## src/rtl/addsub_pkg.sv

```systemverilog
// Shared types for the sequential add/subtract/compare unit.
package addsub_pkg;

    typedef enum logic [1:0] {
        OP_ADD = 2'b00,
        OP_SUB = 2'b01,
        OP_CMP = 2'b10,
        OP_RSV = 2'b11
    } op_t;

    typedef enum logic [1:0] {
        S_IDLE,
        S_RUN,
        S_FIN
    } state_t;

    typedef struct packed {
        logic neg;
        logic zr;
        logic cry;
        logic of;
    } flags_t;

    function automatic logic is_sub_op(input op_t o);
        return (o == OP_SUB) || (o == OP_CMP);
    endfunction

endpackage

```

## src/rtl/addsub_slice.sv

```systemverilog
// K-bit ripple adder slice; sub=1 inverts b so that a-b = a + ~b + 1 with cin=1.
module addsub_slice #(
    parameter int K = 2
) (
    input  logic [K-1:0] a_s,
    input  logic [K-1:0] b_s,
    input  logic         cin,
    input  logic         sub,
    output logic [K-1:0] s,
    output logic         cout,
    output logic         cmsb
);

    logic [K:0]   c;
    logic [K-1:0] bx;

    always_comb begin
        c    = '0;
        s    = '0;
        bx   = b_s ^ {K{sub}};
        c[0] = cin;
        for (int unsigned i = 0; i < K; i++) begin
            s[i]   = a_s[i] ^ bx[i] ^ c[i];
            c[i+1] = (a_s[i] & bx[i]) | (c[i] & (a_s[i] ^ bx[i]));
        end
        cout = c[K];
        cmsb = c[K-1];
    end

endmodule

```

## src/rtl/addsub_seq_nbits.sv

```systemverilog
// Multi-cycle add/sub/compare: one K-bit slice per cycle, LSB first, registered result and N/Z/C/V flags.
module addsub_seq_nbits
    import addsub_pkg::*;
#(
    parameter int N = 8,
    parameter int K = 2
) (
    input  logic         clk,
    input  logic         rst,
    input  logic         start,
    input  logic [1:0]   op,
    input  logic [N-1:0] a,
    input  logic [N-1:0] b,
    output logic         busy,
    output logic         done,
    output logic [N-1:0] result,
    output logic         neg_flag,
    output logic         zr_flag,
    output logic         cry_flag,
    output logic         of_flag
);

    localparam int BW = $clog2(N + 1);

    state_t         state, state_nx;
    op_t            op_r;
    logic [N-1:0]   a_r, b_r, acc;
    logic [BW-1:0]  base;
    logic           carry, c_msb;
    logic           sub_r, last;
    logic [K-1:0]   s;
    logic           cout, cmsb;
    flags_t         fl, fl_r;

    // Internally the chain carries a true carry; SUB starts with carry=1 (borrow_in=0).
    assign sub_r = is_sub_op(op_r);
    assign last  = (base == BW'(N - K));

    addsub_slice #(.K(K)) u_slice (
        .a_s  (a_r[base +: K]),
        .b_s  (b_r[base +: K]),
        .cin  (carry),
        .sub  (sub_r),
        .s    (s),
        .cout (cout),
        .cmsb (cmsb)
    );

    always_comb begin
        fl.neg = acc[N-1];
        fl.zr  = (acc == '0);
        fl.cry = sub_r ? ~carry : carry;
        fl.of  = carry ^ c_msb;
    end

    always_ff @(posedge clk) begin
        if (rst) begin
            state <= S_IDLE;
        end else begin
            state <= state_nx;
        end
    end

    always_comb begin
        state_nx = state;
        case (state)
            S_IDLE:  if (start) state_nx = S_RUN;
            S_RUN:   if (last) state_nx = S_FIN;
            S_FIN:   state_nx = S_IDLE;
            default: state_nx = S_IDLE;
        endcase
    end

    always_ff @(posedge clk) begin
        if (rst) begin
            op_r   <= OP_ADD;
            a_r    <= '0;
            b_r    <= '0;
            acc    <= '0;
            base   <= '0;
            carry  <= 1'b0;
            c_msb  <= 1'b0;
            result <= '0;
            fl_r   <= '0;
            done   <= 1'b0;
        end else begin
            done <= 1'b0;
            case (state)
                S_IDLE: begin
                    if (start) begin
                        a_r   <= a;
                        b_r   <= b;
                        op_r  <= op_t'(op);
                        base  <= '0;
                        carry <= is_sub_op(op_t'(op));
                    end
                end
                S_RUN: begin
                    acc[base +: K] <= s;
                    carry          <= cout;
                    c_msb          <= cmsb;
                    base           <= base + BW'(K);
                end
                S_FIN: begin
                    done <= 1'b1;
                    fl_r <= fl;
                    if (op_r != OP_CMP) result <= acc;
                end
                default: ;
            endcase
        end
    end

    assign busy     = (state != S_IDLE);
    assign neg_flag = fl_r.neg;
    assign zr_flag  = fl_r.zr;
    assign cry_flag = fl_r.cry;
    assign of_flag  = fl_r.of;

endmodule
```

## config.mk

```make
export PLATFORM = sky130hd
export DESIGN_NAME = addsub_seq_nbits
export DESIGN_NICKNAME = d
export VERILOG_FILES = /design/src/rtl/addsub_pkg.sv /design/src/rtl/addsub_slice.sv /design/src/rtl/addsub_seq_nbits.sv
export SDC_FILE = /design/constraint.sdc
export NUM_CORES = 1
export LEC_CHECK = 0
export ABC_CLOCK_PERIOD_IN_PS = 5900
export CAP_MARGIN = 15
export CORE_MARGIN = 2
export CORE_UTILIZATION = 30
export DETAILED_ROUTE_END_ITERATION = 10
export GPL_ROUTABILITY_DRIVEN = 0
export PLACE_DENSITY_LB_ADDON = 0.3
export SYNTH_ARGS = -nofsm -noshare
export SYNTH_HDL_FRONTEND = slang
export SYNTH_SLANG_ARGS = --single-unit
```

## constraint.sdc

```tcl
create_clock -name clk -period 5.9 [get_ports clk]
set_clock_uncertainty 0.2 [all_clocks]
set_input_delay 0.885 -clock clk [delete_from_list [all_inputs] [get_ports clk]]
set_output_delay 0.885 -clock clk [all_outputs]
set_load 0.1 [all_outputs]
```

==> flow_results.org, run 1 <==
** Critical path
- Worst path required time :: between 4 and 5 ns
- R2R Path End :: acc[3]
- Number of buffer and inverter stages on the critical path :: 2
- The critical path in this run is classified as reg2out.
- Counting cells, the worst reg-to-reg path comes to 8.
- In this run the worst setup path terminates at busy.
- Largest fanout on the critical path :: 13
- First element of the critical path :: state[0]
- CP peak stage delay :: 1.12 ns
- In this run the number of cells on the critical path is 3.
- STA classifies the critical path endpoint as an output port.
- Worst setup SP type :: flop
- In this design, the largest share of critical-path delay is due to buffers and inverters.
- Critical path, cell by cell :: inv_1 -> nand2_1 -> clkdlybuf4s50_1
- FF-to-FF setup slack :: 2.69 ns
- On the critical path, the stage with the largest delay is an instance of clkdlybuf4s50_1.
- Worst flop-to-flop path startpoint :: base[1]
- Arrival time at the worst endpoint :: 2.21 ns

** Power and ir drop
- IR analysis of the VDD net gives a maximum drop of 0.1461 mV.
- Static leakage power :: 0.9490 nW
- Total power for the finished layout comes to about 0.63 mW.
- Dividing total power by cell area gives a power density of 234.4 nW/um^2.

** Clock network
- Clock-pin slew on the worst setup and hold paths :: 0.08 ns
- TritonCTS built the clock tree.
- In this run, post-CTS hold repair placed 0 buffers.
- Number of buffers added for setup after CTS :: 0
- The tree is rooted in a clkbuf_8.
- CTS buffer count :: 5
- Clock Sink Count :: 46
- For the worst-skew pair, the clock arrives at the later sink with an insertion delay of between 0.2 and 0.3 ns.
- Post-cts resize count :: 0
- In this run the deepest clock path goes through 2 buffers.
- The clock tree synthesis step divided the H-tree into 2 levels.

** Detailed routing
- Iteration-0 DRC Markers :: 50
- Met3 Routed Length :: 157 um
- Routed vias :: approximately 1700
- Avg WL per Cell :: between 10 and 15 um
- First-pass iteration count of the detailed router :: 4
- The final layout contains routed wiring with a total length of 4.406 mm.
- Dividing the detail-routed via count by the number of cells gives between 4 and 5.
- Uppermost metal layer occupied by signal nets :: met4
- After detailed routing, the wire length on met1 is roughly 2.2 mm.
- Routed length on met2 :: 2.030 mm
- For this run, design rule violations remaining after detail routing come to 0.
- Post-DRT Antenna Nets :: 0

** Hold path
- Along the worst hold path, the cell count comes to 2.
- In this run the worst hold path is classified as reg2reg.

** Synth
- Synthesis inferred 46 register bits.
- Share of the yosys chip area belonging to registers :: 41.79%
- In this run the biggest area consumer among cell types represents 41.79% of the synthesized area.
- Syn Std Cell Area :: 2203 um^2
- Cells after Synth :: 242
- In the post-synthesis netlist, the biggest area contributors are dfxtp_1 42%, nand2_1 7.8%, mux2i_1 6.8%.
- Number of nets produced by synthesis :: 272
- Among all flip-flop cells after synthesis, the most frequent one is dfxtp_1.
- Async set or reset register ratio after synthesis :: 0%
- Synth warnings :: 0
- Average instance area after synthesis :: about 9.1 um^2
- Synth area leader :: dfxtp_1
- Post-synth EDFFs :: 0
- The synthesized netlist contains 39 unique library cells.

** Floorplanning
- In this run the count of I/O pins placed on the die edge is 35.
- The region available for standard cell placement spans just over 7000 um^2.
- In this run the vertical extent of the chip is 89.70 um.
- Die W :: 89.70 um
- For this configuration, the core starts out at a cell density of 30.71%.
- The die covers 8046 um^2.
- # rows :: 31

** Placed design
- Count of input and output buffers :: 34
- Half-perimeter wire length after placement :: 3.115 mm
- Post-place setup slack :: 2.698 ns

** Global routing
- Entering global routing, the biggest net connects 48 pins.
- Global routing used 11.57% of the available tracks across all layers.
- Total global routing overflow :: 0
- The number of antenna violations at the first check in global routing came to 0.
- The number of global-route vias before repair came to 1680.
- The first global-routing pass estimated 7.872 mm of wire.

** Final layout
- Layout net count :: 300
- Of the cells placed in the final design, the portion with a size suffix greater than 1 is 5.904%.
- 0 antenna diodes ended up in the layout.
- Fill cells :: 772
- Relative to the synthesized area, the layout overhead comes to 21.75%.

** Timing
- Achievable frequency :: 303.6 MHz
- The worst pin sits at a relative slew slack of a little over a third.
- Setup repair after global routing missed its margin :: false
- Period utilization :: ~56%
- Total Negative Setup Slacks :: 0 ns
- The worst path needs 3.294 ns of the cycle, external delays included.
- Count of final setup violators :: 0
- Worst-margin pin slew :: approximately 0.97 ns
- In the post-route analysis, the smallest setup slack over all paths is 2.606 ns.
- Final hold violation count :: 0
- The number of slew-limit violations in the final report was 0.

** Job
- Max-Cap Viols :: 0

** Status
- Result of the run :: completed
==> flip-flops by register name, summed over array words and instances, names as in the netlist, 2 cells and up <==
register / count
a_r: 8
acc: 8
b_r: 8
result: 8
base: 3
op_r: 2
state: 2
==> layer usage <==
layer / vias to the layer above / GRT usage, %
li1: 878 / -
met1: 747 / 15.38
met2: 39 / 18.88
met3: 6 / 2.850
met4: 0 / 3.077
met5: - / 0
==> synthesized netlist by cell type (all sizes together) (4+ instances only) <==
| library cell | number |
|---|---|
| dfxtp | 46 |
| nand2 | 46 |
| a21oi | 29 |
| mux2i | 15 |
| nor2 | 13 |
| inv | 10 |
| buf | 9 |
| ha | 7 |
| nand2b | 7 |
| clkbuf | 6 |
| nand3 | 5 |
| nand3b | 4 |
| nor3 | 4 |
| xnor2 | 4 |
==> kinds of logic (layout without fill, tap and decap cells) <==
family,after synthesis,count (layout),share of synthesized area (%)
simple gates,98,98,24.48
flops,46,46,41.79
compound gates,41,41,10.34
buf+inv,25,54,6.019
mux,17,17,9.199
fa+ha+maj,9,9,5.792
xor+xnor,6,6,2.385
==> worst register-to-register path: stages, from the launching register on <==
cell     delay, ns
dfxtp_1       0.85
mux4_1        0.64
nand2_1       0.11
fa_1          0.19
inv_1         0.06
fa_1          0.55
nand3_1       0.08
or3_1         0.33
a21oi_1       0.13
==> report_power, final <==
| group | internal [mW] | switching (mW) |
|---|---|---|
| clock | 0.0946 | 0.101 |
| sequential | 0.322 | 0.0126 |
| combinational | 0.0475 | 0.0511 |
| total | 0.464 | 0.165 |
==> final cells by class <==
class / count / area, um^2 / share of cell area (%)
multi-input combinational: 171 / 1150 / 42.86
sequential: 46 / 920.9 / 34.33
timing repair buffer: 36 / 359.1 / 13.39
tap: 99 / 123.9 / 4.618
clock buffer: 7 / 86.33 / 3.218
inverter: 10 / 37.54 / 1.399
clock inverter: 1 / 5.005 / 0.1866
==> worst min path at each step <==
| stage | slack (ns) | to | start |
|---|---|---|---|
| after detailed placement | 0.25 | cry_flag | cry_flag |
| final | 0.26 | cry_flag | cry_flag |
| after global routing | 0.28 | a_r[2] | a_r[2] |
| after global placement | 0.24 | a_r[4] | a_r[4] |
| after floorplan | 0.23 | a_r[2] | a_r[2] |
| after CTS | 0.26 | cry_flag | cry_flag |
==> cells in the final DEF (no fill, tap or decap), types with 3 or more instances in the layout <==
| master | Yosys | routed |
|---|---|---|
| a211oi_1 | 3 | 3 |
| a21oi_1 | 29 | 29 |
| clkbuf_8 | 0 | 6 |
| clkdlybuf4s50_1 | 0 | 34 |
| dfxtp_1 | 46 | 46 |
| ha_1 | 7 | 7 |
| inv_1 | 10 | 10 |
| mux2i_1 | 15 | 15 |
| nand2_1 | 46 | 46 |
| nand2b_1 | 7 | 7 |
| nand3_1 | 5 | 5 |
| nand3b_1 | 3 | 3 |
| nor2_1 | 13 | 13 |
| nor3_1 | 4 | 4 |
| nor4_1 | 3 | 3 |
| o21ai_0 | 3 | 3 |
| o22ai_1 | 3 | 3 |
| xnor2_1 | 4 | 4 |
==> stage by stage <==
step                      cells  util, %  hold slack (ns)  cell area, um^2
final                       370    37.38           0.2554             2683
after global routing        370    37.38           0.2809             2683
after CTS                   369    37.23           0.2577             2671
after detailed placement    361    35.95           0.2463             2580
after global placement      361    35.95           0.2408             2580
after floorplan             242        -           0.2315             2203
No activity file was read; power rests on OpenSTA's default activity.
==> run 2, diff against run 1 <==
Settings changed: ABC_CLOCK_PERIOD_IN_PS 5900 to 3300.
Clock period 5.9 ns to 3.3 ns, I/O delays scaled along.
==> run 2 against run 1 <==
Wire length up 3.2%; sequential power rose by 78%; combinational power is 85% higher; count of clock-buffer cells in the layout is the same; hold slack better by 0.0016 ns; via count is 1.3% higher; register-to-register slack worse by 2.3 ns; first-iteration DRC count is 54% higher; highest routed layer unchanged.
==> flow_results.org, run 2 (same netlist as run 1, synthesis figures left out) <==
** Timing
- The number of slew-limit violations in the final report is 0.
- On the final layout, the worst hold slack is 0.2570 ns.
- Post-layout minimum cycle time :: 2.913 ns
- In the post-route analysis, the smallest setup slack over all paths is between 0.3 and 0.4 ns.
- Period utilization :: 88.28%
- Setup repair after global routing left no endpoint under its margin.
- At the pin with the least slew margin, the transition time is 0.8514 ns.
- Total Negative Setup Slacks :: 0 ns
- For this run, the top clock speed supported by timing is 343.3 MHz.
- Count of final setup violators :: 0
- The worst pin sits at a relative slew slack of 42.99%.
- Final hold violation count :: 0

** Final layout
- Cells with a size suffix above 1 make up 11.72% of the layout.
- For this run, the post-layout net count is 302.
- Leaving out fill and tap cells, the most frequent cells in the layout are 46 x nand2_1, 46 x dfxtp_1, 29 x a21oi_1.
- In the final layout, the multi-input gates occupy around 1100 um^2.
- In the final layout, flip-flops and latches occupy 920.9 um^2.
- The filler cells instantiated in the layout total 749.
- Layout overhead on the synthesized area :: 20.67%
- Share of the core filled with cells in the final layout :: 37.05%
- The number of antenna diodes in the final layout is 0.

** Critical path
- In this run the register-to-register setup slack is roughly 0.39 ns.
- Grouping stages by cell kind, the critical path spends the most delay in adder cells.
- Critical path, cell by cell :: or2_0 -> o22ai_1 -> xor2_1 -> fa_1 -> inv_1 -> fa_1 -> nand3_1 -> or3_1 -> a21oi_1
- Number of buffer and inverter stages on the critical path :: 1
- Data on the critical path arrives at its endpoint at 2.94 ns.
- The most critical setup path has its startpoint at base[2].
- The worst setup path is launched from a flop.
- Worst flop-to-flop path startpoint :: base[2]
- STA classifies the critical path endpoint as a flop.
- The worst register-to-register path has a depth of 9.
- The critical path is of the reg2reg type.
- Cell type of the slowest stage on the worst timing path :: dfxtp_1
- CP peak stage delay :: 0.58 ns
- Largest fanout on the critical path :: 11
- Worst path required time :: 3.32 ns
- In this run the critical register-to-register path is captured at acc[3].
- Most frequent cell on the critical path :: fa_1

** Placed design
- Input and output buffers added on the ports amount to 34.
- Post-place setup slack :: 0.3972 ns
- The wire-length estimate of the detail-placed layout is 3.441 mm.

** Power and ir drop
- Power spread over the standard cell area amounts to 422.6 nW/um^2.
- Static leakage power :: 0.9863 nW
- The worst-case IR drop observed on VDD is ~0.18 mV.
- Power comes to 1.124 mW.

** Clock network
- Clock-pin slew was measured on the worst setup and hold paths at 0.08 ns.
- The later pin in the worst-skew pair is clocked with a latency of ~0.29 ns.
- The number of setup buffers added after CTS is 0.
- Post-cts resize count :: 0
- Buffer cell driving the clock tree root :: clkbuf_8
- Clock tree synthesis inserted a total of 5 buffers.
- For this design, the sink count on the clock tree is 46.
- Number of buffers inserted by hold repair at cts :: 0
- Bufs on Longest Clock Path :: 2
- TritonCTS built the clock tree.
- Total number of H-tree levels :: 2

** Hold path
- Hold-critical path endpoint :: b_r[0]
- Type of the most critical hold path :: reg2reg
- The worst hold path was traced through 2 stages.
- Startpoint of the worst hold path :: b_r[0]

** Detailed routing
- First-pass iteration count of the detailed router :: 4
- Avg WL per Cell :: 12.22 um
- Remaining DRCs :: 0
- DRT Wirelength :: 4.547 mm
- Average vias per placed instance :: 4.546
- Once detail routing completed, the nets flagged for antenna violations numbered 0.
- Routed vias :: approximately 1700
- For this block, the initial DRC count from the detailed router was a little under 80.

** Floorplanning
- Die W :: 89.70 um
- Area of the die :: 8046 um^2
- The initialized floorplan defines 31 standard-cell rows.
- For this configuration, the core starts out at a cell density of 30.71%.
- Measured along the y axis, the die boundary spans 89.70 um.
- CORE AREA :: about 7200 um^2
- Num ports :: 35

** Global routing
- Global-route wire length before repair :: 7.817 mm
- Global routing met2 resource utilization :: 19.70%
- After global routing the overflow that remains totals 0.
- For this run, global-route usage on met1 was measured as 14.94%.
- Entering global routing, the biggest net connects 21 pins.
- GR Util All Layers :: roughly an eighth
- The number of antenna violations at the first check in global routing was 0.
- Global route hottest layer :: met2
- Via count of the first global-routing pass :: about 1600
- Met3 Use GR :: under 10%

** Status
- Result of the run :: completed

** Job
- The tool flagged a number of max-cap violations equal to 0.
[run 2: worst reg2reg max path: cells and delay by family (launching register included)]
| family | cells | cell delay, ns |
|---|---|---|
| adder cells (fa/ha/maj) | 2 | 0.77 |
| AND/OR/NAND/NOR | 3 | 0.74 |
| flip-flops | 1 | 0.58 |
| AO/OA/AOI/OAI | 2 | 0.31 |
| XOR/XNOR | 1 | 0.20 |
| buffers and inverters | 1 | 0.06 |
[run 2: layout make-up]
class | instances | area share [%]
Clock buffer | 7 | 3.247
Timing Repair Buffer | 38 | 12.61
Multi-Input combinational cell | 171 | 43.25
Sequential cell | 46 | 34.64
Inverter | 10 | 1.412
Tap cell | 99 | 4.659
Clock inverter | 1 | 0.1882
[run 2: how the worst max path moves through the flow]
| stage | to | slack, ns | cells after the start |
|---|---|---|---|
| floorplan | acc[3] | 0.64 | 9 |
| global placement | acc[3] | 0.53 | 8 |
| detailed placement | acc[3] | 0.40 | 9 |
| CTS | acc[3] | 0.37 | 9 |
| global route | acc[7] | 0.14 | 9 |
| finish | acc[3] | 0.39 | 9 |
[run 2: per-layer routing]
metal	wire length (um)	up-vias
li1	-	882
met1	2141	769
met2	2178	36
met3	201	4
met4	26	0
met5	0	-
[run 2: per-stage QoR]
stage | instance area (um^2) | instances
finish | 2659 | 372
global route | 2659 | 372
CTS | 2659 | 372
detailed placement | 2567 | 364
global placement | 2567 | 364
floorplan | 2203 | 242
[run 2: report_power, final]
group          total, mW  internal, mW  switching (mW)
clock              0.346         0.169           0.177
sequential         0.595         0.575          0.0198
combinational      0.182        0.0854          0.0968
